===== config.mk =====
export PLATFORM = sky130hd
export DESIGN_NAME = sobel_row_window
export DESIGN_NICKNAME = d
export VERILOG_FILES = /design/src/rtl/sobel_pkg.sv /design/src/rtl/sobel_sat_counter.sv /design/src/rtl/sobel_row_window.sv
export SDC_FILE = /design/constraint.sdc
export NUM_CORES = 1
export LEC_CHECK = 0
export CAP_MARGIN = 5
export CORE_ASPECT_RATIO = 1.25
export CORE_UTILIZATION = 39
export DETAILED_ROUTE_END_ITERATION = 10
export PLACE_DENSITY = 0.77
export SETUP_SLACK_MARGIN = 0.5
export SLEW_MARGIN = 10
export SYNTH_ARGS = -nofsm -noshare
export SYNTH_HDL_FRONTEND = slang
export SYNTH_HIERARCHICAL = 1
export SYNTH_SLANG_ARGS = --single-unit

===== constraint.sdc =====
create_clock -name clk -period 1.8 [get_ports clk]
set_input_delay 0.18 -clock clk [delete_from_list [all_inputs] [get_ports clk]]
set_output_delay 0.18 -clock clk [all_outputs]
set_load 0.1 [all_outputs]

===== src/rtl/sobel_pkg.sv =====
// ============================================================================
// Module   : sobel_pkg
// Desc     : Shared sizing constants and row-window FSM encoding for the
//            Sobel front end.
// Revision : 1.0 - initial release
// ============================================================================
`default_nettype none

package sobel_pkg;

  localparam int c_NUM_ACC_DEFAULT = 4;

  // Each window word carries one extra pixel on either side of the outputs.
  function automatic int sobel_idata_w(input int num_acc);
    return (num_acc + 2) * 8;
  endfunction

  typedef enum logic [1:0] {
    ST_EMPTY = 2'd0,
    ST_ONE   = 2'd1,
    ST_TWO   = 2'd2,
    ST_FULL  = 2'd3
  } srow_state_t;

endpackage

`default_nettype wire


===== src/rtl/sobel_sat_counter.sv =====
// ============================================================================
// Module   : sobel_sat_counter
// Desc     : 32-bit event counter that sticks at all-ones.
// Revision : 1.0 - initial release
// ============================================================================
`default_nettype none

module sobel_sat_counter (
  input  logic        clk,
  input  logic        reset,
  input  logic        i_inc,
  output logic [31:0] o_count
);

  logic [31:0] r_count;

  always_ff @(posedge clk) begin
    if (reset) begin
      r_count <= '0;
    end else if (i_inc && (r_count != 32'hFFFF_FFFF)) begin
      r_count <= r_count + 32'd1;
    end
  end

  assign o_count = r_count;

endmodule

`default_nettype wire


===== src/rtl/sobel_row_window.sv =====
// ============================================================================
// Module   : sobel_row_window
// Desc     : Sliding 3-row vertical window feeding the Sobel accelerators.
//            Optional statistics counters enabled by SOBEL_ROW_STATS_EN.
// Revision : 1.0 - initial release
// ============================================================================
`default_nettype none

module sobel_row_window
  import sobel_pkg::*;
#(
  parameter  int NUM_ACC = c_NUM_ACC_DEFAULT,
  localparam int IDATA_W = sobel_idata_w(NUM_ACC)
) (
  input  logic               clk,
  input  logic               reset,
  input  logic [IDATA_W-1:0] smem2srow_data,
  input  logic               smem2srow_valid,
  input  logic               smem2srow_first,
  input  logic               smem2srow_last,
  output logic               srow2smem_ready,
  output logic [IDATA_W-1:0] srow2sacc_row1_data,
  output logic [IDATA_W-1:0] srow2sacc_row2_data,
  output logic [IDATA_W-1:0] srow2sacc_row3_data,
  output logic               srow2sacc_valid,
  output logic               srow2sacc_last,
  input  logic               sacc2srow_ready,
  output logic               srow_short_col
`ifdef SOBEL_ROW_STATS_EN
  ,
  output logic [31:0]        srow_win_count,
  output logic [31:0]        srow_stall_count
`endif
);

  srow_state_t        r_state;
  srow_state_t        w_next_state;
  logic [IDATA_W-1:0] r_row1;
  logic [IDATA_W-1:0] r_row2;
  logic [IDATA_W-1:0] r_row3;
  logic               r_valid;
  logic               r_last;
  logic               r_short;
  logic               w_ready;
  logic               w_accept;

  // A pending window blocks new rows unless it is consumed this same cycle.
  assign w_ready  = ~r_valid | sacc2srow_ready;
  assign w_accept = smem2srow_valid & w_ready;

  always_comb begin
    w_next_state = r_state;
    if (smem2srow_first) begin
      w_next_state = ST_ONE;
    end else begin
      case (r_state)
        ST_EMPTY: w_next_state = ST_ONE;
        ST_ONE:   w_next_state = ST_TWO;
        ST_TWO:   w_next_state = ST_FULL;
        ST_FULL:  w_next_state = ST_FULL;
        default:  w_next_state = ST_EMPTY;
      endcase
    end
  end

  always_ff @(posedge clk) begin
    if (reset) begin
      r_state <= ST_EMPTY;
      r_row1  <= '0;
      r_row2  <= '0;
      r_row3  <= '0;
      r_valid <= 1'b0;
      r_last  <= 1'b0;
      r_short <= 1'b0;
    end else begin
      r_short <= 1'b0;
      if (w_accept) begin
        if (smem2srow_first) begin
          r_row1 <= '0;
          r_row2 <= '0;
        end else begin
          r_row1 <= r_row2;
          r_row2 <= r_row3;
        end
        r_row3 <= smem2srow_data;

        r_state <= smem2srow_last ? ST_EMPTY : w_next_state;

        if (w_next_state == ST_FULL) begin
          r_valid <= 1'b1;
          r_last  <= smem2srow_last;
        end else if (sacc2srow_ready) begin
          r_valid <= 1'b0;
        end

        // A strip that closes before three rows never yields a window.
        r_short <= smem2srow_last && (w_next_state != ST_FULL);
      end else if (sacc2srow_ready) begin
        r_valid <= 1'b0;
      end
    end
  end

  assign srow2smem_ready     = w_ready;
  assign srow2sacc_row1_data = r_row1;
  assign srow2sacc_row2_data = r_row2;
  assign srow2sacc_row3_data = r_row3;
  assign srow2sacc_valid     = r_valid;
  assign srow2sacc_last      = r_last;
  assign srow_short_col      = r_short;

`ifdef SOBEL_ROW_STATS_EN
  logic w_win_inc;
  logic w_stall_inc;

  assign w_win_inc   = r_valid & sacc2srow_ready;
  assign w_stall_inc = r_valid & ~sacc2srow_ready;

  sobel_sat_counter u_win_cnt (
    .clk     (clk),
    .reset   (reset),
    .i_inc   (w_win_inc),
    .o_count (srow_win_count)
  );

  sobel_sat_counter u_stall_cnt (
    .clk     (clk),
    .reset   (reset),
    .i_inc   (w_stall_inc),
    .o_count (srow_stall_count)
  );
`endif

endmodule

`default_nettype wire


==> out/metrics.yaml <==
worst_setup_path:
  cpMaxStageDelayCell: "or4_4"
  startpoint_type: "register"
  cpLargestDelayFamily: "simple AND/OR/NAND/NOR gates"
  cpPeakStageDelay_ns: 0.50
  critical_path_class: "reg -> reg"
  cp_cell_sequence: "nor2b_4 > buf_4 > buf_6 > or4_4 > a21oi_2"
  end_kind: "register"
  cp.required_ns: 2.15
  crit_arrival_ns: 1.76
  critPathMaxFanout: 4
  path_buf_inv: 2
route:
  drtIter0Drc: 270
  route.detailed.drc: 0
  wl_per_cell_microns: 18.7
  num_vias: 4592
  dr.pass1.iters: 4
  drt.antenna.violating_nets: 0
  wl_microns: 15900
  vias_per_cell: 5.42
cts:
  cts_tree: "yes"
  clockBufferDepth: 2
  h-tree-depth: 4
  clkTransAtPathRegs_ns: 0.06
  cts_sinks: 149
  hold_buffers: 0
  cts-root-buf: "clkbuf_16"
  cts-buffers-inserted: 17
  clkLatencyLatePin_ns: 0.42
timing:
  clock_skew_ns: 0.00866
  slew_headroom_pct: 62.2
  hold_viol: 0
  period_needed_ns: 1.41
  fin_tns_setup_ns: 0
  period_share_pct: 78.4
  fmax_mhz: 709
  holdWs_ns: 0.205
  worstMarginPinSlew_ns: 0.567
  maxSlewViolCount: 0
  setup_violations: 0
  grt_setup_unrepaired: "yes"
grt:
  overflow: 0
  grt_pass1_wl_microns: 22800
  grt_pass1_vias: 4322
  grt_max_degree: 55
  antenna_found_initial: 0
  grt.total_usage_pct: 23.0
placement:
  dp_hpwl_microns: 9390
  io_buffers: 201
  gp_congestion: 0.791
logic_synthesis:
  syn_nets: 513
  yosysTopAreaCellShare_pct: 60.7
  synth_top_family_by_area: "compound AO/OA/AOI/OAI gates"
  synth_seq_cells: 149
  synthesis.area_sq_mm: 0.00491
  yosys.area_share.simple_pct: 6.83
  synth_xor_area_share_pct: 0
  ys_seq_area_share_pct: 60.7
  synthTopCellsByCount: "149 x dfxtp_1, 95 x a22o_1, 51 x a21oi_1"
  synthCells: 459
  yosysTopAreaCell: "dfxtp_1"
  synth_warnings: 6
  synth_cell_types: 22
  ys_top_cells_by_area: "dfxtp_1 61%, a22o_1 17%, a21oi_1 5.2%"
  synth_edf_count: 0
  async_flop_share_pct: 0
  synth.area.mux_share_pct: 0.204
  synth-compound-area-share_pct: 27.5
  synthMostInstantiatedCell: "dfxtp_1"
  ys.flop_type: "dfxtp_1"
  syn_area_per_cell_sq_um: 10.7
  synthAdderAreaFrac_pct: 0
final_layout:
  multi_input_area_sq_mm: 0.00173
  antenna_cells: 0
  nets: 726
  drive_gt1_share_pct: 33.9
  syn_to_final_growth_pct: 63.1
  final-seq-area_sq_mm: 0.00299
  num-fill-cells: 936
pwr:
  vdd_drop_max_mv: 0.573
  power.leakage_uw: 0.00339
  power.density_mw_per_mm2: 1050
  finalPower_uw: 8380
floorplan:
  core-area_sq_mm: 0.0122
  die-area_sq_mm: 0.0130
  num_rows: 45
  start_util_pct: 40.2
  die_y_microns: 127
  io_pins: 202
  die_w_microns: 102
run:
  drv_cap: 0
worst_hold_path:
  hold_class: "in -> reg"
status:
  status: "complete, no violations"
## metrics by stage
step	std cells	setup slack (ns)	cell area, sq um	util (%)
floorplan	459	0.265	4980	-
global placement	791	0.148	6730	55.0
detailed placement	791	0.102	6730	55.0
CTS	839	0.404	7620	62.3
global route	848	0.334	8010	65.6
finish	848	0.389	8010	65.6
## cells by family after synthesis
kind of cell | after synthesis
AO/OA/AOI/OAI | 198
buffers and inverters | 50
flip-flops | 149
multiplexers | 1
AND/OR/NAND/NOR | 61
## repair_timing
| action | CTS | global route |
|---|---|---|
| setup buffers | 10 | 3 |
| setup endpoints to repair | 103 | 192 |
| gates resized for setup | 15 | 65 |
| hold endpoints to repair | 0 | 0 |
| pin swaps | 1 | 16 |
| cloned | 7 | 6 |
## path summary, 6_finish.rpt
check	end	cells after the start	slack (ns)	startpoint
worst min-delay path	r_state[0]$_SDFFE_PP0P_	4	0.21	smem2srow_valid
worst max register to register	r_state[0]$_SDFFE_PP0P_	5	0.39	srow2sacc_valid$_SDFF_PP0_
worst max-delay path	r_state[0]$_SDFFE_PP0P_	5	0.39	srow2sacc_valid$_SDFF_PP0_
worst min register to register	srow2sacc_row1_data[26]$_SDFFE_PP0P_	2	0.48	srow2sacc_row1_data[26]$_SDFFE_PP0P_
## layout by cell type, fill, tap and decap left out, drive strengths merged
master and instances:
buf 186, dfxtp 149, a22o 95, a21oi 52, clkdlybuf4s50 51, o21ai 50, nand3 49, clkbuf 25
inv 5, clkinvlp 4, bufinv 3, nor3 2, nand2b 2, nor2b 2, nor4 2, nand4b 1
nor3b 1, or4 1, nor2 1, a31oi 1, mux2i 1, clkinv 1
## layout make-up
type                            instances  area share, %
Clock inverter                         11           1.86
Timing Repair Buffer                  242           30.8
Multi-Input combinational cell        260           21.6
Clock buffer                           20           5.70
Sequential cell                       149           37.3
Inverter                                2          0.156
Tap cell                              164           2.56
## report_power, final
part / internal, uW / switching [uW]
combinational: 394 / 878
clock: 2250 / 1400
sequential: 3380 / 75.4
total: 6030 / 2350
## per-layer routing
metal	GRT usage, %	part of all wire [%]	vias to the layer above
met2	38.1	51	182
li1	-	-	2145
met5	0	0	-
met1	27.3	40	2231
met3	5.14	5.8	34
met4	12.2	2.7	0
## worst min-delay path, stage by stage
cell	delay [ns]
buf_2	0.12
inv_2	0.10
or4_4	0.14
a21oi_2	0.03
## flip-flops by register name, summed over array words and instances (netlist names)
register,count
srow_short_col,1
srow2sacc_row3_data,48
srow2sacc_row1_data,48
srow2sacc_row2_data,48
srow2sacc_valid,1
r_state,2
srow2sacc_last,1
Power figures use the tool's default switching activity.
